===== src/rtl/control_unit.sv =====
// K&S processor sequencer: fetch -> decode -> execute until I_HALT, driving data_path and RAM strobes.
// Optional retired-instruction counter enabled by defining CU_RETIRED_CNT_EN.
package k_and_s_pkg;
    typedef enum logic [3:0] {
        I_NOP    = 4'd0,
        I_LOAD   = 4'd1,
        I_STORE  = 4'd2,
        I_MOVE   = 4'd3,
        I_ADD    = 4'd4,
        I_SUB    = 4'd5,
        I_AND    = 4'd6,
        I_OR     = 4'd7,
        I_BRANCH = 4'd8,
        I_BZERO  = 4'd9,
        I_BNZERO = 4'd10,
        I_BNEG   = 4'd11,
        I_BNNEG  = 4'd12,
        I_BOV    = 4'd13,
        I_BNOV   = 4'd14,
        I_HALT   = 4'd15
    } decoded_instruction_type;
endpackage

module control_unit
    import k_and_s_pkg::*;
#(
    parameter int unsigned RAM_LATENCY = 1,
    parameter int unsigned RET_CNT_W   = 16
) (
    input  logic                    clk,
    input  logic                    rst_n,
    input  decoded_instruction_type decoded_instruction,
    input  logic                    zero_op,
    input  logic                    neg_op,
    input  logic                    unsigned_overflow,
    input  logic                    signed_overflow,
    output logic                    branch,
    output logic                    pc_enable,
    output logic                    ir_enable,
    output logic                    addr_sel,
    output logic                    c_sel,
    output logic [1:0]              operation,
    output logic                    write_reg_enable,
    output logic                    flags_reg_enable,
    output logic                    ram_write_enable,
    output logic                    halt
`ifdef CU_RETIRED_CNT_EN
    ,
    output logic [RET_CNT_W-1:0]    retired_count
`endif
);

    if (RAM_LATENCY < 1) begin : g_bad_latency
        $error("control_unit: RAM_LATENCY must be at least 1");
    end

    localparam int unsigned WCW = (RAM_LATENCY > 1) ? $clog2(RAM_LATENCY) : 1;
    localparam logic [WCW-1:0] LAST_WAIT = WCW'(RAM_LATENCY - 1);

    typedef enum logic [2:0] {
        FETCH, DECODE, EXEC_ALU, LOAD_WAIT, STORE, HALT
    } state_t;

    state_t         state_q, state_d;
    logic [WCW-1:0] wait_q, wait_d;
    logic [1:0]     alu_op_q, alu_op_d;
    logic           alu_flags_q, alu_flags_d;

    logic       br_c, pc_c, ir_c, as_c, cs_c, wr_c, fl_c, rw_c, halt_c;
    logic [1:0] op_c;

    always_ff @(posedge clk or negedge rst_n) begin
        if (!rst_n) begin
            state_q     <= FETCH;
            wait_q      <= '0;
            alu_op_q    <= 2'b00;
            alu_flags_q <= 1'b0;
        end else begin
            state_q     <= state_d;
            wait_q      <= wait_d;
            alu_op_q    <= alu_op_d;
            alu_flags_q <= alu_flags_d;
        end
    end

    always_comb begin
        state_d     = state_q;
        wait_d      = wait_q;
        alu_op_d    = alu_op_q;
        alu_flags_d = alu_flags_q;
        br_c   = 1'b0;
        pc_c   = 1'b0;
        ir_c   = 1'b0;
        as_c   = 1'b0;
        cs_c   = 1'b0;
        op_c   = 2'b00;
        wr_c   = 1'b0;
        fl_c   = 1'b0;
        rw_c   = 1'b0;
        halt_c = 1'b0;
        case (state_q)
            FETCH: begin
                if (wait_q == LAST_WAIT) begin
                    ir_c    = 1'b1;
                    wait_d  = '0;
                    state_d = DECODE;
                end else begin
                    wait_d = wait_q + WCW'(1);
                end
            end
            DECODE: begin
                // ALU opcode and flag-enable are latched here; the instruction is not looked at again.
                state_d = FETCH;
                case (decoded_instruction)
                    I_BRANCH: begin pc_c = 1'b1; br_c = 1'b1;                end
                    I_BZERO:  begin pc_c = 1'b1; br_c = zero_op;             end
                    I_BNZERO: begin pc_c = 1'b1; br_c = !zero_op;            end
                    I_BNEG:   begin pc_c = 1'b1; br_c = neg_op;              end
                    I_BNNEG:  begin pc_c = 1'b1; br_c = !neg_op;             end
                    I_BOV:    begin pc_c = 1'b1; br_c = signed_overflow | unsigned_overflow;    end
                    I_BNOV:   begin pc_c = 1'b1; br_c = !(signed_overflow | unsigned_overflow); end
                    I_ADD:    begin state_d = EXEC_ALU; alu_op_d = 2'b00; alu_flags_d = 1'b1; end
                    I_AND:    begin state_d = EXEC_ALU; alu_op_d = 2'b01; alu_flags_d = 1'b1; end
                    I_OR:     begin state_d = EXEC_ALU; alu_op_d = 2'b10; alu_flags_d = 1'b1; end
                    I_SUB:    begin state_d = EXEC_ALU; alu_op_d = 2'b11; alu_flags_d = 1'b1; end
                    I_MOVE:   begin state_d = EXEC_ALU; alu_op_d = 2'b10; alu_flags_d = 1'b0; end
                    I_LOAD:   state_d = LOAD_WAIT;
                    I_STORE:  state_d = STORE;
                    I_HALT:   state_d = HALT;
                    default:  pc_c = 1'b1;
                endcase
            end
            EXEC_ALU: begin
                wr_c    = 1'b1;
                pc_c    = 1'b1;
                op_c    = alu_op_q;
                fl_c    = alu_flags_q;
                state_d = FETCH;
            end
            LOAD_WAIT: begin
                as_c = 1'b1;
                if (wait_q == LAST_WAIT) begin
                    cs_c    = 1'b1;
                    wr_c    = 1'b1;
                    pc_c    = 1'b1;
                    wait_d  = '0;
                    state_d = FETCH;
                end else begin
                    wait_d = wait_q + WCW'(1);
                end
            end
            STORE: begin
                as_c    = 1'b1;
                rw_c    = 1'b1;
                pc_c    = 1'b1;
                state_d = FETCH;
            end
            HALT:    halt_c = 1'b1;
            default: state_d = FETCH;
        endcase
    end

    // While reset is held the outputs are forced low, so a strobe cut mid-cycle never completes.
    assign branch           = rst_n & br_c;
    assign pc_enable        = rst_n & pc_c;
    assign ir_enable        = rst_n & ir_c;
    assign addr_sel         = rst_n & as_c;
    assign c_sel            = rst_n & cs_c;
    assign operation        = rst_n ? op_c : 2'b00;
    assign write_reg_enable = rst_n & wr_c;
    assign flags_reg_enable = rst_n & fl_c;
    assign ram_write_enable = rst_n & rw_c;
    assign halt             = rst_n & halt_c;

`ifdef CU_RETIRED_CNT_EN
    logic [RET_CNT_W-1:0] ret_cnt_q, ret_cnt_d;

    assign ret_cnt_d = pc_c ? ret_cnt_q + RET_CNT_W'(1) : ret_cnt_q;

    always_ff @(posedge clk or negedge rst_n) begin
        if (!rst_n) begin
            ret_cnt_q <= '0;
        end else begin
            ret_cnt_q <= ret_cnt_d;
        end
    end

    assign retired_count = ret_cnt_q;
`endif

endmodule


===== config.mk =====
export PLATFORM = sky130hd
export DESIGN_NAME = control_unit
export DESIGN_NICKNAME = d
export VERILOG_FILES = /design/src/rtl/control_unit.sv
export SDC_FILE = /design/constraint.sdc
export NUM_CORES = 1
export LEC_CHECK = 0
export ABC_AREA = 1
export BUFFER_PORTS_ARGS = -buffer_cell sky130_fd_sc_hd__buf_2
export CAP_MARGIN = 40
export CORE_AREA = 2 2 39 41
export CTS_CLUSTER_DIAMETER = 60
export DETAILED_ROUTE_END_ITERATION = 6
export DIE_AREA = 0 0 41 43
export GPL_TIMING_DRIVEN = 1
export PLACE_DENSITY_LB_ADDON = 0.3
export SYNTH_ARGS = -nofsm -noshare
export SYNTH_HDL_FRONTEND = slang
export SYNTH_SLANG_ARGS = --single-unit

===== constraint.sdc =====
create_clock -name clk -period 1.15 [get_ports clk]
set_clock_uncertainty 0.05 [all_clocks]
set_input_delay 0.1725 -clock clk [delete_from_list [all_inputs] [get_ports clk]]
set_output_delay 0.1725 -clock clk [all_outputs]
set_load 0.1 [all_outputs]

==> impl_metrics.csv <==
group,metric,value,unit
critical_path,worstPathMaxFanout,4,
synthesis,syn_nets,90,
synthesis,syn_area_per_cell,6.084,um2
synthesis,synthMuxAreaShare,0,%
layout,nFillCells,59,
power_and_ir_drop,p_seq_share,14.6,%
grt,grt_usage,29.01,%
synthesis,synthesis.area,486.7,um2
cts,cts_buffer_depth,2,
timing,fin_setup_tns,-6.319,ns
timing,finalCritPeriodShare,148.9,%
route,vias,830,
die,start_util,35.17,%
critical_path,crit_family,"buffers and inverters",
power_and_ir_drop,power_switching,1.353,mW
route,drtIter0Drc,22,
die,num_rows,14,
layout,syn2layout_area_growth,158.9,%
route,drc,0,
synthesis,yosys_register_bits,6,
grt,grt_pass1_vias,747,
timing,finalWorstSetupSlack,-0.5623,ns
power_and_ir_drop,power,2.574,mW
placed_design,io_buffers,20,
placed_design,place_area,0.001080,mm2
power_and_ir_drop,switching_share,52.55,%
layout,final_area,0.001260,mm2
critical_path,startpoint_type,"flip-flop",
route,wl_per_cell,17.84,um
status,violations,"setup timing",
layout,stdcell_count,151,
timing,fmax,0.5840,GHz
placed_design,place_congestion,0.8502,
die,die_w,41,um
grt,antenna_found_initial,0,
route,ant_nets,0,
placed_design,place_ws,-0.3457,ns
cts,cts-root-buf,"clkbuf_4",
synthesis,synth_top_family_by_area,"simple AND/OR/NAND/NOR gates",
critical_path,cp-end-kind,"primary output",
worst_hold_path,holdCritPathClass,"input port to flip-flop",
timing,slew_headroom,69.91,%
cts,insertion_delay,0.26,ns
route,wirelength,2694,um
layout,antennaDiodeCount,0,
critical_path,worstPathRequired,0.93,ns
layout,nNetsFinal,147,
route,vias_per_cell,5.497,
synthesis,ys_warn_count,0,
synthesis,synthAdderAreaFrac,0,%
grt,grt_start_max_net_pins,7,
grt,grt_pass1_wl,3249,um
layout,drive_gt1_share,65.19,%
route,top_layer,"met4",
synthesis,synth_cells,80,
worst_hold_path,min_from,"decoded_instruction[3]",
power_and_ir_drop,power_density,2043,mW/mm2
critical_path,worstPathCellList,"inv_2 > buf_6 > nor2_4 > inv_2 > buf_6 > nor3_4 > buf_12",
timing,finalHoldViolCount,0,
critical_path,crit_type,"flip-flop to primary output",
synthesis,yosysTopAreaCell,"dfrtp_1",
die,ioPinCount,21,
route,dr_wl_met2,1441,um
critical_path,r2r_cells,6,
cts,tritoncts,"built",
placed_design,dp_hpwl,1532,um
power_and_ir_drop,p_int,1.222,mW
synthesis,synth-compound-area-share,15.68,%
critical_path,slowest_delay,0.34,ns
critical_path,path_buf_inv,5,
cts,clk_pin_slew,0.05,ns
power_and_ir_drop,leakagePower,0.5846,nW
power_and_ir_drop,clockPowerShare,8.3,%
die,core,0.001384,mm2
critical_path,rr_endpoint,"alu_op_q[0]$_DFFE_PN0P_",
timing,finalSetupViolations,16,
synthesis,synth_cell_types,14,
timing,rsz0062_at_grt,"true",
synthesis,synth_xor_area_share,0,%
cts,cts.sinks,6,
critical_path,cp_slowest_cell,"dfrtp_1",
grt,grt_overflow,0,
route,wl_met3,128,um
route,dr.pass1.iters,4,
worst_hold_path,whs_path_depth,4,
cts,cts_made_buffers,3,
critical_path,arrival,1.49,ns
critical_path,r2r_slack,-0.25,ns
status,status,"finished, violations left",
synthesis,synth.area.top_cells,"dfrtp_1 (31%), nand2_1 (12%), nor2_1 (12%), inv_1 (11%), nand3_1 (7.2%)",
die,die-height,43,um
power_and_ir_drop,irDropWorstVdd,0.001308,V
placed_design,dp.cells,141,
critical_path,r2r-start,"state_q[2]$_DFFE_PN0P_",
synthesis,synth_simple_gate_area_share,42.67,%
timing,min_period,1.712,ns
timing,tightest_slew,0.4479,ns
run,max-cap-violations,0,
die,die_area,0.001763,mm2
route,wl_met1,988,um
timing,slew_violations,0,
worst_hold_path,holdPathEnd,"state_q[2]$_DFFE_PN0P_",
synthesis,synth_top_area_share,30.85,%
synthesis,seq_area_frac_synth,30.85,%
power_and_ir_drop,comb_power_share,77.1,%
cts,htreeDepth,1,
## per-layer routing
layer | track usage (%) | up-vias
li1 | - | 373
met1 | 26.91 | 381
met2 | 50.31 | 59
met3 | 5.759 | 17
met4 | 22.00 | 0
met5 | 0 | -
## worst max path at each step
stage	endpoint	depth (start not counted)	from
floorplan	flags_reg_enable	3	state_q[0]$_DFFE_PN0P_
global placement	pc_enable	8	state_q[1]$_DFFE_PN0P_
detailed placement	pc_enable	8	state_q[1]$_DFFE_PN0P_
CTS	pc_enable	8	state_q[1]$_DFFE_PN0P_
global route	operation[0]	7	state_q[1]$_DFFE_PN0P_
finish	operation[0]	7	state_q[1]$_DFFE_PN0P_
## registers in the layout, indices dropped and copies added (netlist names)
signal and count:
alu_flags_q 1, state_q 3, alu_op_q 2
## worst reg2reg max path, cell delays in order (launching register included)
cell and delay [ns]:
dfrtp_2 0.46, buf_4 0.18, inv_4 0.07, nand3_2 0.11, a21oi_4 0.18, o21ai_0 0.14, o21ai_0 0.12
## cell type report
class	count	area (um2)	area share (%)
clock buffer	3	22.52	1.787
inverter	14	63.81	5.065
multi-input combinational	60	475.5	37.74
sequential	6	151.4	12.02
tap	16	20.02	1.589
timing repair buffer	52	526.8	41.81
## cells by family (layout without fill, tap and decap cells)
| kind of cell | count (synthesis) | in the layout |
|---|---|---|
| AOI/OAI and AO/OA | 12 | 12 |
| and+or+nand+nor | 48 | 48 |
| DFF | 6 | 6 |
| buffers and inverters | 14 | 69 |
## cell usage after synthesis, drive strengths merged
library cell	n
a21oi	3
a31oi	2
dfrtp	6
inv	14
nand2	17
nand3	8
nand4	1
nor2	16
nor3	6
o21ai	5
o22ai	2
## power groups by stage
stage | Combinational, mW | Clock (mW) | Sequential (mW)
final | 1.99 | 0.213 | 0.375
after global placement | 1.51 | 0 | 0.339
after global routing | 2.07 | 0.225 | 0.377
after detailed placement | 1.57 | 0 | 0.345
after floorplan | 0.928 | 0 | 0.352
after CTS | 1.79 | 0.200 | 0.358
## timing repair
action                                 CTS  global route
pin swaps                               12             6
setup endpoints to repair               16            16
endpoints found under the hold margin    6             0
hold buffers                             1             0
setup buffers                            3             4
resized for setup                       19             9
## per-stage QoR
stage	hold slack, ns	util, %
final	0.2918	91.05
after global routing	0.3103	91.05
after CTS	0.2844	86.62
after detailed placement	0.1587	78.03
after global placement	0.1656	78.03
after floorplan	-0.1731	-
## placed cells by master, fill, tap and decap left out, types with 2 or more instances in the layout
| cell | n |
|---|---|
| buf_4 | 26 |
| nand2_1 | 12 |
| buf_12 | 11 |
| inv_1 | 9 |
| nor2_4 | 9 |
| buf_2 | 9 |
| nor2_1 | 5 |
| dfrtp_1 | 5 |
| buf_6 | 5 |
| nor3_1 | 4 |
| o21ai_0 | 4 |
| nand3_2 | 3 |
| nand3_1 | 3 |
| clkbuf_4 | 3 |
| inv_2 | 2 |
| nor3_4 | 2 |
| nand3_4 | 2 |
| nand2_2 | 2 |
| nand2_4 | 2 |
| nor2_2 | 2 |
Note: power is estimated with default switching activity, not from simulation.
